--- src/rtl/multicycle_sequencer_pkg.sv ---
// rtl/multicycle_sequencer_pkg.sv - state encodings and datapath mux codes for the multi-cycle sequencer
package multicycle_sequencer_pkg;

   typedef enum logic [2:0] {
      S_IDLE   = 3'd0,
      S_FETCH  = 3'd1,
      S_DECODE = 3'd2,
      S_EXEC   = 3'd3,
      S_MEM    = 3'd4,
      S_WB     = 3'd5,
      S_ERROR  = 3'd6
   } state_t;

   localparam logic [1:0] PC_SRC_NEXT   = 2'd0;
   localparam logic [1:0] PC_SRC_BRANCH = 2'd1;
   localparam logic [1:0] PC_SRC_JR     = 2'd2;
   localparam logic [1:0] PC_SRC_JUMP   = 2'd3;

   localparam logic [1:0] WB_SEL_ALU  = 2'd0;
   localparam logic [1:0] WB_SEL_MDR  = 2'd1;
   localparam logic [1:0] WB_SEL_LINK = 2'd2;

   // States that own the shared memory port and may therefore time out.
   function automatic logic is_mem_state(input state_t s);
      return (s == S_FETCH) || (s == S_MEM);
   endfunction

   // Unknown decoder codes fall back to sequential flow.
   function automatic logic [1:0] clean_pc_select(input logic [1:0] sel);
      logic [1:0] res;
      case (sel)
         2'd1:    res = PC_SRC_BRANCH;
         2'd2:    res = PC_SRC_JR;
         2'd3:    res = PC_SRC_JUMP;
         default: res = PC_SRC_NEXT;
      endcase
      return res;
   endfunction

endpackage

--- src/rtl/mem_timeout_timer.sv ---
// rtl/mem_timeout_timer.sv - counts consecutive unacknowledged memory cycles and flags expiry
module mem_timeout_timer #(
   parameter int unsigned LIMIT = 16
) (
   input  logic clk,
   input  logic reset,
   input  logic active,
   input  logic ack,
   output logic expired
);

   localparam int TW = (LIMIT < 2) ? 1 : $clog2(LIMIT);

   logic [TW-1:0] count;

   // count holds the number of completed wait cycles; the current cycle is the LIMIT-th
   // when count == LIMIT-1, so expiry is raised combinationally in that cycle.
   always_ff @(posedge clk) begin
      if (reset || !active || ack) begin
         count <= '0;
      end else begin
         count <= count + TW'(1);
      end
   end

   always_comb begin
      expired = 1'b0;
      if ((LIMIT != 0) && active && !ack && (count == TW'(LIMIT - 1))) begin
         expired = 1'b1;
      end
   end

endmodule

--- src/rtl/multicycle_sequencer.sv ---
// rtl/multicycle_sequencer.sv - FETCH/DECODE/EXEC/MEM/WB control FSM owning the shared memory port
module multicycle_sequencer
   import multicycle_sequencer_pkg::*;
#(
   parameter int unsigned MEM_TIMEOUT = 16,
   parameter int unsigned CNT_W       = 32
) (
   input  logic             clk,
   input  logic             reset,
   input  logic             run,
   input  logic [1:0]       pc_select,
   input  logic             lw,
   input  logic             sw,
   input  logic             reg_write,
   input  logic             link,
   input  logic             branch_taken,
   input  logic             mem_ack,
   output logic             mem_req,
   output logic             mem_we,
   output logic             mem_addr_sel,
   output logic             ir_load,
   output logic             mdr_load,
   output logic             pc_write,
   output logic [1:0]       pc_src,
   output logic             reg_we,
   output logic [1:0]       wb_sel,
   output logic [2:0]       state,
   output logic [CNT_W-1:0] instr_count,
   output logic             busy,
   output logic             err
);

   state_t state_q;
   state_t state_d;
   logic   retire;
   logic   timer_active;
   logic   timer_expired;

   assign state        = state_q;
   assign timer_active = is_mem_state(state_q);

   mem_timeout_timer #(
      .LIMIT (MEM_TIMEOUT)
   ) u_timer (
      .clk     (clk),
      .reset   (reset),
      .active  (timer_active),
      .ack     (mem_ack),
      .expired (timer_expired)
   );

   always_ff @(posedge clk) begin
      if (reset) begin
         state_q     <= S_IDLE;
         instr_count <= '0;
      end else begin
         state_q <= state_d;
         if (retire) begin
            instr_count <= instr_count + CNT_W'(1);
         end
      end
   end

   // Moore decodes of the registered state.
   always_comb begin
      mem_req      = 1'b0;
      mem_we       = 1'b0;
      mem_addr_sel = 1'b0;
      reg_we       = 1'b0;
      wb_sel       = WB_SEL_ALU;
      busy         = (state_q != S_IDLE) && (state_q != S_ERROR);
      err          = (state_q == S_ERROR);
      case (state_q)
         S_FETCH: begin
            mem_req = 1'b1;
         end
         S_MEM: begin
            mem_req      = 1'b1;
            mem_addr_sel = 1'b1;
            mem_we       = sw;
         end
         S_WB: begin
            reg_we = 1'b1;
            if (link) begin
               wb_sel = WB_SEL_LINK;
            end else if (lw) begin
               wb_sel = WB_SEL_MDR;
            end else begin
               wb_sel = WB_SEL_ALU;
            end
         end
         default: begin
         end
      endcase
   end

   always_comb begin
      state_d  = state_q;
      ir_load  = 1'b0;
      mdr_load = 1'b0;
      retire   = 1'b0;
      pc_src   = PC_SRC_NEXT;
      case (state_q)
         S_IDLE: begin
            if (run) begin
               state_d = S_FETCH;
            end
         end
         S_FETCH: begin
            if (mem_ack) begin
               ir_load = 1'b1;
               state_d = S_DECODE;
            end else if (timer_expired) begin
               state_d = S_ERROR;
            end
         end
         S_DECODE: begin
            state_d = S_EXEC;
         end
         S_EXEC: begin
            if (lw || sw) begin
               state_d = S_MEM;
            end else if (link || reg_write) begin
               state_d = S_WB;
            end else begin
               retire = 1'b1;
               if ((clean_pc_select(pc_select) == PC_SRC_BRANCH) && !branch_taken) begin
                  pc_src = PC_SRC_NEXT;
               end else begin
                  pc_src = clean_pc_select(pc_select);
               end
            end
         end
         S_MEM: begin
            if (mem_ack && lw) begin
               mdr_load = 1'b1;
               state_d  = S_WB;
            end else if (mem_ack) begin
               retire = 1'b1;
               pc_src = PC_SRC_NEXT;
            end else if (timer_expired) begin
               state_d = S_ERROR;
            end
         end
         S_WB: begin
            retire = 1'b1;
            if (link) begin
               pc_src = PC_SRC_JUMP;
            end else if (clean_pc_select(pc_select) == PC_SRC_JR) begin
               pc_src = PC_SRC_JR;
            end else begin
               pc_src = PC_SRC_NEXT;
            end
         end
         S_ERROR: begin
            state_d = S_ERROR;
         end
         default: begin
            state_d = S_IDLE;
         end
      endcase
      // The instruction always finishes; run only decides whether another one starts.
      if (retire) begin
         state_d = run ? S_FETCH : S_IDLE;
      end
   end

   assign pc_write = retire;

endmodule

--- config.mk ---
export PLATFORM = sky130hd
export DESIGN_NAME = multicycle_sequencer
export DESIGN_NICKNAME = d
export VERILOG_FILES = /design/src/rtl/multicycle_sequencer_pkg.sv /design/src/rtl/mem_timeout_timer.sv /design/src/rtl/multicycle_sequencer.sv
export SDC_FILE = /design/constraint.sdc
export NUM_CORES = 1
export LEC_CHECK = 0
export CAP_MARGIN = 20
export CORE_UTILIZATION = 65
export CTS_BUF_LIST = sky130_fd_sc_hd__clkbuf_4 sky130_fd_sc_hd__clkbuf_8
export DETAILED_ROUTE_END_ITERATION = 6
export DONT_BUFFER_PORTS = 1
export GPL_ROUTABILITY_DRIVEN = 0
export GPL_TIMING_DRIVEN = 0
export PLACE_DENSITY = 0.9
export SETUP_SLACK_MARGIN = 0.4
export SLEW_MARGIN = 15
export SYNTH_ARGS = -nofsm -noshare
export SYNTH_HDL_FRONTEND = slang
export SYNTH_SLANG_ARGS = --single-unit
--- constraint.sdc ---
create_clock -name clk -period 3 [get_ports clk]
set_input_delay 0.6 -clock clk [delete_from_list [all_inputs] [get_ports clk]]
set_output_delay 0.6 -clock clk [all_outputs]
set_load 0.005 [all_outputs]
# ---- Word level (Yosys, flattened, before mapping)
# Cells that the tools add are included.
# W data, S select, Z words.
dict set report word_totals {
  regBits 39
  inputBits 11
  out_inout_bits 48
  wordCells 77
}
dict set report op_classes {
  add_sub_neg 2
  n_eq_ne 17
  n_mux 38
  reduce_logical 17
}
# op n
set ops {}
lappend ops {{$add A32 B1 Y32 const B} 1}
lappend ops {{$mux W2} 12}
lappend ops {{$mux W3} 8}
lappend ops {{$pmux W3 S7} 1}
lappend ops {{$mux W1} 14}
lappend ops {{$eq A3 B3 Y1 const B} 3}
lappend ops {{$eq A2 B2 Y1 const B} 3}
lappend ops {{$eq A3 B2 Y1 const B} 2}
lappend ops {{$ne A3 B3 Y1 const B} 2}
lappend ops {{$pmux W2 S3} 1}
lappend ops {{$logic_and A1 B1 Y1} 5}
lappend ops {{$logic_or A1 B1 Y1} 5}
lappend ops {{$add A4 B1 Y4 const B} 1}
lappend ops {{$eq A2 B1 Y1 const B} 2}
lappend ops {{$eq A4 B4 Y1 const B} 1}
lappend ops {{$ne A4 B3 Y1 const B} 1}
lappend ops {{$ne A4 B4 Y1 const B} 1}
lappend ops {{$pmux W2 S2} 1}
lappend ops {{$reduce_and A4 Y1} 1}
lappend ops {{$eq A3 B1 Y1 const B} 1}
lappend ops {{$logic_not A1 Y1} 3}
lappend ops {{$logic_not A3 Y1} 1}
lappend ops {{$pmux W1 S3} 1}
lappend ops {{$reduce_bool A3 Y1} 1}
lappend ops {{2 further kinds} 2}

# ---- Logic depth before layout (Yosys ltp)
# Gate-level depths: netlist of run 1.
dict set report depth {
  word_depth 11
  depth_mapped 8
  mapped_depth_nobuf 6
}

# ---- Cells and area by module
# Synthesis of run 1 repeated with hierarchy kept, for this count alone.
dict set report unflattened {
  cells_unflattened 251
  hier_area_um2 2030.7
}
# module n_inst cells_each area_each_um2 seq_area_each_um2
set by_module_without_submodules {}
lappend by_module_without_submodules {multicycle_sequencer 1 234 1855.5 700.7}
lappend by_module_without_submodules {mem_timeout_timer 1 17 175.2 80.1}

# ---- Least setup slack after synthesis of run 1
# OpenSTA, ideal clock, no wires.
dict set report synth_path {
  kind {input to output}
  from {input sw}
  to {output pc_src[1]}
  t_arrival_ns 1.960
  required_time_ns 2.400
  setup_slack_ns 0.440
  path_stages 7
  n_path_buf 2
  path_cell_list {or3b_1 or4_1 buf_6 buf_6 o21ai_0 nand2_1 nand2_1}
}
dict set report synth_between {
  elab_chain_cells 3
}
# element line
set synth_lines {}
lappend synth_lines {{from (decl)} multicycle_sequencer.sv:13} ;# input logic sw,
lappend synth_lines {{$logic_or A1 B1 Y1} multicycle_sequencer.sv:121} ;# if (lw || sw) begin
lappend synth_lines {{$mux W2} multicycle_sequencer.sv:121}
lappend synth_lines {{$pmux W2 S2} multicycle_sequencer.sv:103} ;# case (state_q)
lappend synth_lines {{to (decl)} multicycle_sequencer.sv:24} ;# output logic [1:0] pc_src,
# Every way passes these cells.

# ---- Worst setup path after layout of run 1
dict set report layout_path {
  from {register state_q[1], in the netlist state[1]}
  to {output pc_src[1]}
}
dict set report layout_between {
  elab_chain_cells 2
  word_cells_on_any_way 3
  classes_between {eq/ne (2); mux (1)}
}
# element line
set layout_lines {}
lappend layout_lines {{from (decl)} multicycle_sequencer.sv:33} ;# state_t state_q;
lappend layout_lines {{from (signal assigned)} multicycle_sequencer.sv:57} ;# state_q <= state_d;
lappend layout_lines {{$eq A3 B3 Y1 / $eq A3 B2 Y1 (equally long branches)} multicycle_sequencer.sv:103}
lappend layout_lines {{$pmux W2 S2 (*)} multicycle_sequencer.sv:103}
# Mark *: on every way between the ends. The rest lies on a longest branch, timed or not.

==> results of run 1 <==
flip-flops by register name, indices dropped and copies added (netlist names):
name and flops:
state 3, instr_count 32, u_timer.count 4
power breakdown:
part           internal, mW  switching (mW)
registers             0.525         0.00748
logic                0.0425          0.0573
clock network         0.110           0.176
cells in the final DEF, fill, tap and decap left out, types with 3 or more instances in the layout:
cell type / instances
sky130_fd_sc_hd__nor2_1: 39
sky130_fd_sc_hd__dfxtp_1: 38
sky130_fd_sc_hd__nand3_1: 15
sky130_fd_sc_hd__buf_4: 14
sky130_fd_sc_hd__xnor2_1: 14
sky130_fd_sc_hd__nand2_1: 13
sky130_fd_sc_hd__and3_1: 10
sky130_fd_sc_hd__nor2b_1: 10
sky130_fd_sc_hd__buf_6: 9
sky130_fd_sc_hd__a21oi_1: 9
sky130_fd_sc_hd__mux2_4: 7
sky130_fd_sc_hd__clkbuf_4: 7
sky130_fd_sc_hd__inv_1: 6
sky130_fd_sc_hd__nand4_1: 6
sky130_fd_sc_hd__o21ai_0: 5
sky130_fd_sc_hd__xor2_1: 4
sky130_fd_sc_hd__clkbuf_1: 4
sky130_fd_sc_hd__and2b_2: 3
sky130_fd_sc_hd__or3_1: 3
sky130_fd_sc_hd__and4_1: 3
sky130_fd_sc_hd__a2111oi_4: 3
sky130_fd_sc_hd__a2111oi_1: 3
kinds of logic (layout without fill, tap and decap cells):
| group | Yosys count | in the layout | synth area share [%] |
|---|---|---|---|
| muxes | 11 | 11 | 6.629 |
| DFF | 39 | 39 | 35.35 |
| AOI/OAI and AO/OA | 38 | 38 | 14.28 |
| and+or+nand+nor | 122 | 122 | 29.35 |
| adders and majority gates | 2 | 2 | 1.133 |
| xor gates and xnor gates | 18 | 18 | 7.139 |
| buffers and inverters | 20 | 46 | 6.118 |
metal layers:
layer | vias to the layer above | part of all wire (%) | global-route usage (%)
met1 | 943 | 40 | 32.62
met2 | 115 | 51 | 44.43
met5 | - | 0 | 0
met3 | 20 | 7.5 | 9.307
met4 | 0 | 2.3 | 10.30
li1 | 931 | - | -
synthesized netlist by cell type (2+ instances only):
library cell / count
sky130_fd_sc_hd__and4_1: 3
sky130_fd_sc_hd__xnor2_1: 14
sky130_fd_sc_hd__or3_1: 3
sky130_fd_sc_hd__buf_6: 6
sky130_fd_sc_hd__a211oi_1: 3
sky130_fd_sc_hd__nor2b_1: 10
sky130_fd_sc_hd__inv_1: 6
sky130_fd_sc_hd__nand2b_1: 2
sky130_fd_sc_hd__ha_1: 2
sky130_fd_sc_hd__and2_1: 2
sky130_fd_sc_hd__nor2_1: 39
sky130_fd_sc_hd__nor3_1: 2
sky130_fd_sc_hd__a2111oi_1: 3
sky130_fd_sc_hd__mux2_2: 2
sky130_fd_sc_hd__a211oi_2: 2
sky130_fd_sc_hd__nand2_1: 14
sky130_fd_sc_hd__mux2_1: 3
sky130_fd_sc_hd__nand4_1: 6
sky130_fd_sc_hd__xor2_1: 4
sky130_fd_sc_hd__o21ai_0: 7
sky130_fd_sc_hd__clkbuf_1: 4
sky130_fd_sc_hd__nor3b_1: 2
sky130_fd_sc_hd__and2b_2: 3
sky130_fd_sc_hd__nand3_1: 16
sky130_fd_sc_hd__a21oi_1: 9
sky130_fd_sc_hd__a2111oi_2: 4
sky130_fd_sc_hd__and3_1: 10
sky130_fd_sc_hd__dfxtp_1: 39
sky130_fd_sc_hd__mux2_4: 6
repair_timing:
item / in CTS / in global routing
endpoints found under the setup margin: 6 / 16
gates cloned: 0 / 1
pin swaps: 3 / 9
gates resized for setup: 9 / 14
setup buffers: 5 / 12
how the worst max path moves through the flow:
stage	startpoint	endpoint
floorplan	sw	pc_src[1]
global placement	sw	instr_count[28]
detailed placement	sw	instr_count[28]
CTS	state[1]	pc_src[1]
global route	state[1]	instr_count[30]
finish	state[1]	pc_src[1]
area by class of cell:
cell class / instances / share of cell area [%]
multi-input combinational: 191 / 53.36
sequential: 39 / 30.62
timing repair buffer: 18 / 6.173
buffer: 14 / 4.557
tap: 44 / 2.156
clock buffer: 7 / 2.058
inverter: 6 / 0.8819
clock inverter: 1 / 0.1960
critical path: stages (launching register included):
cell,delay [ps]
sky130_fd_sc_hd__dfxtp_2,370
sky130_fd_sc_hd__buf_6,90
sky130_fd_sc_hd__or3b_4,370
sky130_fd_sc_hd__or4_4,490
sky130_fd_sc_hd__buf_6,140
sky130_fd_sc_hd__buf_8,120
sky130_fd_sc_hd__o21ai_2,50
sky130_fd_sc_hd__nand2_1,70
sky130_fd_sc_hd__nand2_1,80
==> results_dict.tcl, run 1 <==
set metrics [dict create \
    status "complete, no violations" \
    timing.final.crit_share_pct 90.97 \
    insertedDiodeCount 0 \
    synth.lib_cells_used.distinct 53 \
    design_area_um2 2554 \
    average_wire_per_standard_cell_um 17.74 \
    regArea_um2 782.0 \
    irDropWorstVdd_mv 0.3257 \
    post-route-min-period_ps 2729 \
    yosys_most_used_dff "sky130_fd_sc_hd__dfxtp_1" \
    dpl-instance-area_um2 2263 \
    die_area_um2 3634 \
    crit_path_max_fanout 4 \
    synth_top_area_cell "sky130_fd_sc_hd__dfxtp_1" \
    clk-insertion-delay-late_ps 350 \
    drt_drc_violations_left 0 \
    rr_startpoint "state[1]" \
    tightestPinTransition_ps 570.6 \
    clock_root_buffer "sky130_fd_sc_hd__clkbuf_4" \
    cts.reportedPaths.clkPinSlew_ps 120 \
    power-per-cell-area_nw_per_um2 359.2 \
    post_synth_edffs 0 \
    io_pins 59 \
    final_antenna_net_count 0 \
    cts_hold_buffers 0 \
    hold-path-cell-count 2 \
    finalSetupViolations 0 \
    layout-drive-gt1-share_pct 25.72 \
    syn-mean-instance-area_um2 8.833 \
    fin_skew_ps 12.89 \
    grt_pass1_vias 1706 \
    firstDrtPassIters 4 \
    globalRouteOverflowTotal 0 \
    nFillCells 177 \
    rsz0062_at_grt "yes" \
    timing.hold.worst.class "input port to flip-flop" \
    layoutNonFillerInstCount 320 \
    path_class "flip-flop to output pin" \
    timing.critical_path.required_ps 2400 \
    htree_num_levels 2 \
    detailed_place_hpwl_um 3319 \
    synth.ff_latch_count 39 \
    first_pass_grt_wire_length_um 7320 \
    synth.top_cell.area_share_pct 35.35 \
    wl_um 5676 \
    route.detailed.vias_per_inst 6.278 \
    floorplan.initialDensity_pct 70.60 \
    asyncSetResetFlopFracSynth_pct 0 \
    cp-end-kind "output pin" \
    hold_end "state[0]" \
    pin_count_of_the_biggest_net_entering_global_routing 12 \
    post-layout-total-power_mw 0.9174 \
    drt_iter0_drc 164 \
    nNetsFinal 288 \
    cts_max_path_buffers 2 \
    fp.dieH_um 60.29 \
    cts_made_buffers 5 \
    finalWorstSetupSlack_ps 270.9 \
    fp_rows 20 \
    synth.yosys.seq_area_share_pct 35.35 \
    reg2reg_to "instr_count[21]" \
    port_buffers 0 \
    die_w_um 60.29 \
    area.growth.synth_to_final_pct 15.64 \
    final-max-slew-violation-count 0 \
    synth_area_um2 2208 \
    power.static_leakage_nw 0.9871 \
    initial_antenna_violation_count 0 \
    max_clock_freq_ghz 0.3664 \
    hold_path_startpoint "run" \
    fin_setup_tns_ps 0 \
    synthesized_netlist_cell_count 250 \
    timing.hold.ws_ps 415.8 \
    maxSlewHeadroom_pct 61.61 \
    maxCapViolCount 0 \
    worst-endpoint-arrival_ps 2130 \
    timing_hold_violations_final 0 \
    gr-usage-all-layers_pct 27.18 \
    dpl.cell_count 294 \
    multi_input_comb_area_um2 1363 \
    ys_top_cells_by_area "sky130_fd_sc_hd__dfxtp_1 (35%), sky130_fd_sc_hd__nor2_1 (6.6%), sky130_fd_sc_hd__xnor2_1 (5.6%)" \
    placeableCoreArea_um2 3128 \
    tritoncts "done" \
    utilization_pct 81.64 \
    vias 2009 \
    ff2ff_path_depth 10 \
    numClockSinks 39 \
    setup.worst_path.start_class "flip-flop" \
    synthesis.nets 263 \
    synth-warning-count 0 \
    dpl_worst_slack_ps 237.0 \
    worst_case_register_to_register_setup_slack_ps 290 \
]
Note: power is estimated with default switching activity, not from simulation.
==> run 2: changes to the inputs <==
--- a/config.mk
+++ b/config.mk
@@ -13,7 +13,6 @@
 export GPL_ROUTABILITY_DRIVEN = 0
 export GPL_TIMING_DRIVEN = 0
 export PLACE_DENSITY = 0.9
-export SETUP_SLACK_MARGIN = 0.4
 export SLEW_MARGIN = 15
 export SYNTH_ARGS = -nofsm -noshare
 export SYNTH_HDL_FRONTEND = slang
==> results_dict.tcl, run 2 (same netlist as run 1, synthesis figures left out) <==
set metrics [dict create \
    status "complete, no violations" \
    wl_um 4423 \
    mostFrequentLayoutCell "sky130_fd_sc_hd__nor2_1" \
    route.detailed.vias_per_inst 5.974 \
    placeableCoreArea_um2 3128 \
    layout-drive-gt1-share_pct 17.83 \
    finalSetupViolations 0 \
    ff2ff_path_depth 7 \
    timing.critical_path.required_ps 2400 \
    tightestPinTransition_ps 509.6 \
    first_pass_grt_wire_length_um 6982 \
    cts_hold_buffers 0 \
    reg2reg_to "instr_count[28]" \
    nNetsFinal 270 \
    worst_case_register_to_register_setup_slack_ps 430 \
    fin_skew_ps 7.187 \
    htree_num_levels 2 \
    cp-end-kind "output pin" \
    numClockSinks 39 \
    dpl.cell_count 294 \
    globalRouteOverflowTotal 0 \
    timing.hold.ws_ps 396.7 \
    regArea_um2 782.0 \
    crit_path_max_fanout 10 \
    drt_iter0_drc 135 \
    utilization_pct 74.32 \
    cts_made_buffers 5 \
    port_buffers 0 \
    tritoncts "done" \
    initial_antenna_violation_count 0 \
    fin_setup_tns_ps 0 \
    rsz0062_at_grt "no" \
    detailed_place_hpwl_um 3319 \
    power-per-cell-area_nw_per_um2 387.6 \
    die_area_um2 3634 \
    final_cell_mix "sky130_fd_sc_hd__nor2_1 (39), sky130_fd_sc_hd__dfxtp_1 (38), sky130_fd_sc_hd__nand3_1 (16), sky130_fd_sc_hd__nand2_1 (14), sky130_fd_sc_hd__xnor2_1 (14)" \
    clock_root_buffer "sky130_fd_sc_hd__clkbuf_4" \
    post-layout-total-power_mw 0.9011 \
    worst_setup_path_startpoint "state[1]" \
    irDropWorstVdd_mv 0.3124 \
    max_clock_freq_ghz 0.3502 \
    gr-usage-all-layers_pct 25.92 \
    post-route-min-period_ps 2855 \
    io_pins 59 \
    floorplan.initialDensity_pct 70.60 \
    drt_drc_violations_left 0 \
    die_w_um 60.29 \
    maxSlewHeadroom_pct 65.80 \
    nFillCells 233 \
    path_class "flip-flop to output pin" \
    firstDrtPassIters 4 \
    fp.dieH_um 60.29 \
    average_wire_per_standard_cell_um 14.65 \
    layoutNonFillerInstCount 302 \
    multi_input_comb_area_um2 1295 \
    final_antenna_net_count 0 \
    timing.hold.worst.class "input port to flip-flop" \
    grt_pass1_vias 1619 \
    cts.reportedPaths.clkPinSlew_ps 120 \
    registers.top_by_ff_count "instr_count" \
    timing.final.crit_share_pct 95.18 \
    rr_startpoint "state[1]" \
    vias 1804 \
    largest_reg_flops 32 \
    worst-endpoint-arrival_ps 2260 \
    maxCapViolCount 0 \
    cts_max_path_buffers 2 \
    timing_hold_violations_final 0 \
    setup.worst_path.start_class "flip-flop" \
    area.growth.synth_to_final_pct 5.269 \
    final-max-slew-violation-count 0 \
    pin_count_of_the_biggest_net_entering_global_routing 12 \
    insertedDiodeCount 0 \
    clk-insertion-delay-late_ps 340 \
    worstSetupEndpoint "pc_write" \
    power.static_leakage_nw 0.8867 \
    fp_rows 20 \
]
==> run 2: layout make-up <==
type,instances,share of cell area (%)
clock inverter,1,0.2153
buffer,14,4.844
tap,44,2.368
multi-input combinational,191,55.70
clock buffer,7,2.260
sequential,39,33.64
inverter,6,0.9688
==> run 2: worst max-delay path, cell delays in order (launching register included) <==
cell	delay, ps
sky130_fd_sc_hd__dfxtp_2	360
sky130_fd_sc_hd__buf_6	130
sky130_fd_sc_hd__or3b_4	390
sky130_fd_sc_hd__or4_1	510
sky130_fd_sc_hd__buf_6	170
sky130_fd_sc_hd__buf_6	140
sky130_fd_sc_hd__nand2_1	210
==> run 2: layer usage <==
metal / up-vias / GRT usage, % / wire length (um)
met4: 0 / 8.638 / 52
li1: 903 / - / -
met5: - / 0 / 0
met3: 8 / 9.524 / 353
met1: 826 / 31.95 / 1938
met2: 67 / 41.44 / 2080
==> run 2: worst min path at each step <==
stage                                start               end  slack (ps)  cells after the start
after CTS                              run          state[0]         390                      2
after global routing                   run          state[0]         380                      2
final                                  run          state[0]         400                      2
after detailed placement  u_timer.count[0]  u_timer.count[0]         440                      1
after global placement    u_timer.count[0]  u_timer.count[0]         430                      1
after floorplan           u_timer.count[0]  u_timer.count[0]         420                      1
==> run 2: through the flow <==
stage	setup WS [ps]	area, um^2
global route	1.000	2325
detailed placement	237.0	2263
CTS	90.10	2321
finish	144.6	2325
global placement	261.4	2263
floorplan	440.1	2208
==> run 2: repair_timing <==
| action | in CTS | in global routing |
|---|---|---|
| resized for setup | 0 | 2 |
| setup buffers | 0 | 0 |
| endpoints found under the setup margin | 0 | 3 |
==> run 2: report_power, final <==
group	internal, mW	switching (mW)	leakage [nW]
combinational	0.0382	0.0515	0.536
sequential	0.525	0.00708	0.315
clock	0.110	0.170	0.0361
total	0.672	0.229	0.887
==> run 3: changes to the inputs <==
--- a/config.mk
+++ b/config.mk
@@ -12,6 +12,7 @@
 export DONT_BUFFER_PORTS = 1
 export GPL_ROUTABILITY_DRIVEN = 0
 export GPL_TIMING_DRIVEN = 0
+export HOLD_SLACK_MARGIN = 0.1
 export PLACE_DENSITY = 0.9
 export SLEW_MARGIN = 15
 export SYNTH_ARGS = -nofsm -noshare
==> results of run 3 <==
No change in the layout: final DEF, timing and power equal those of run 2.
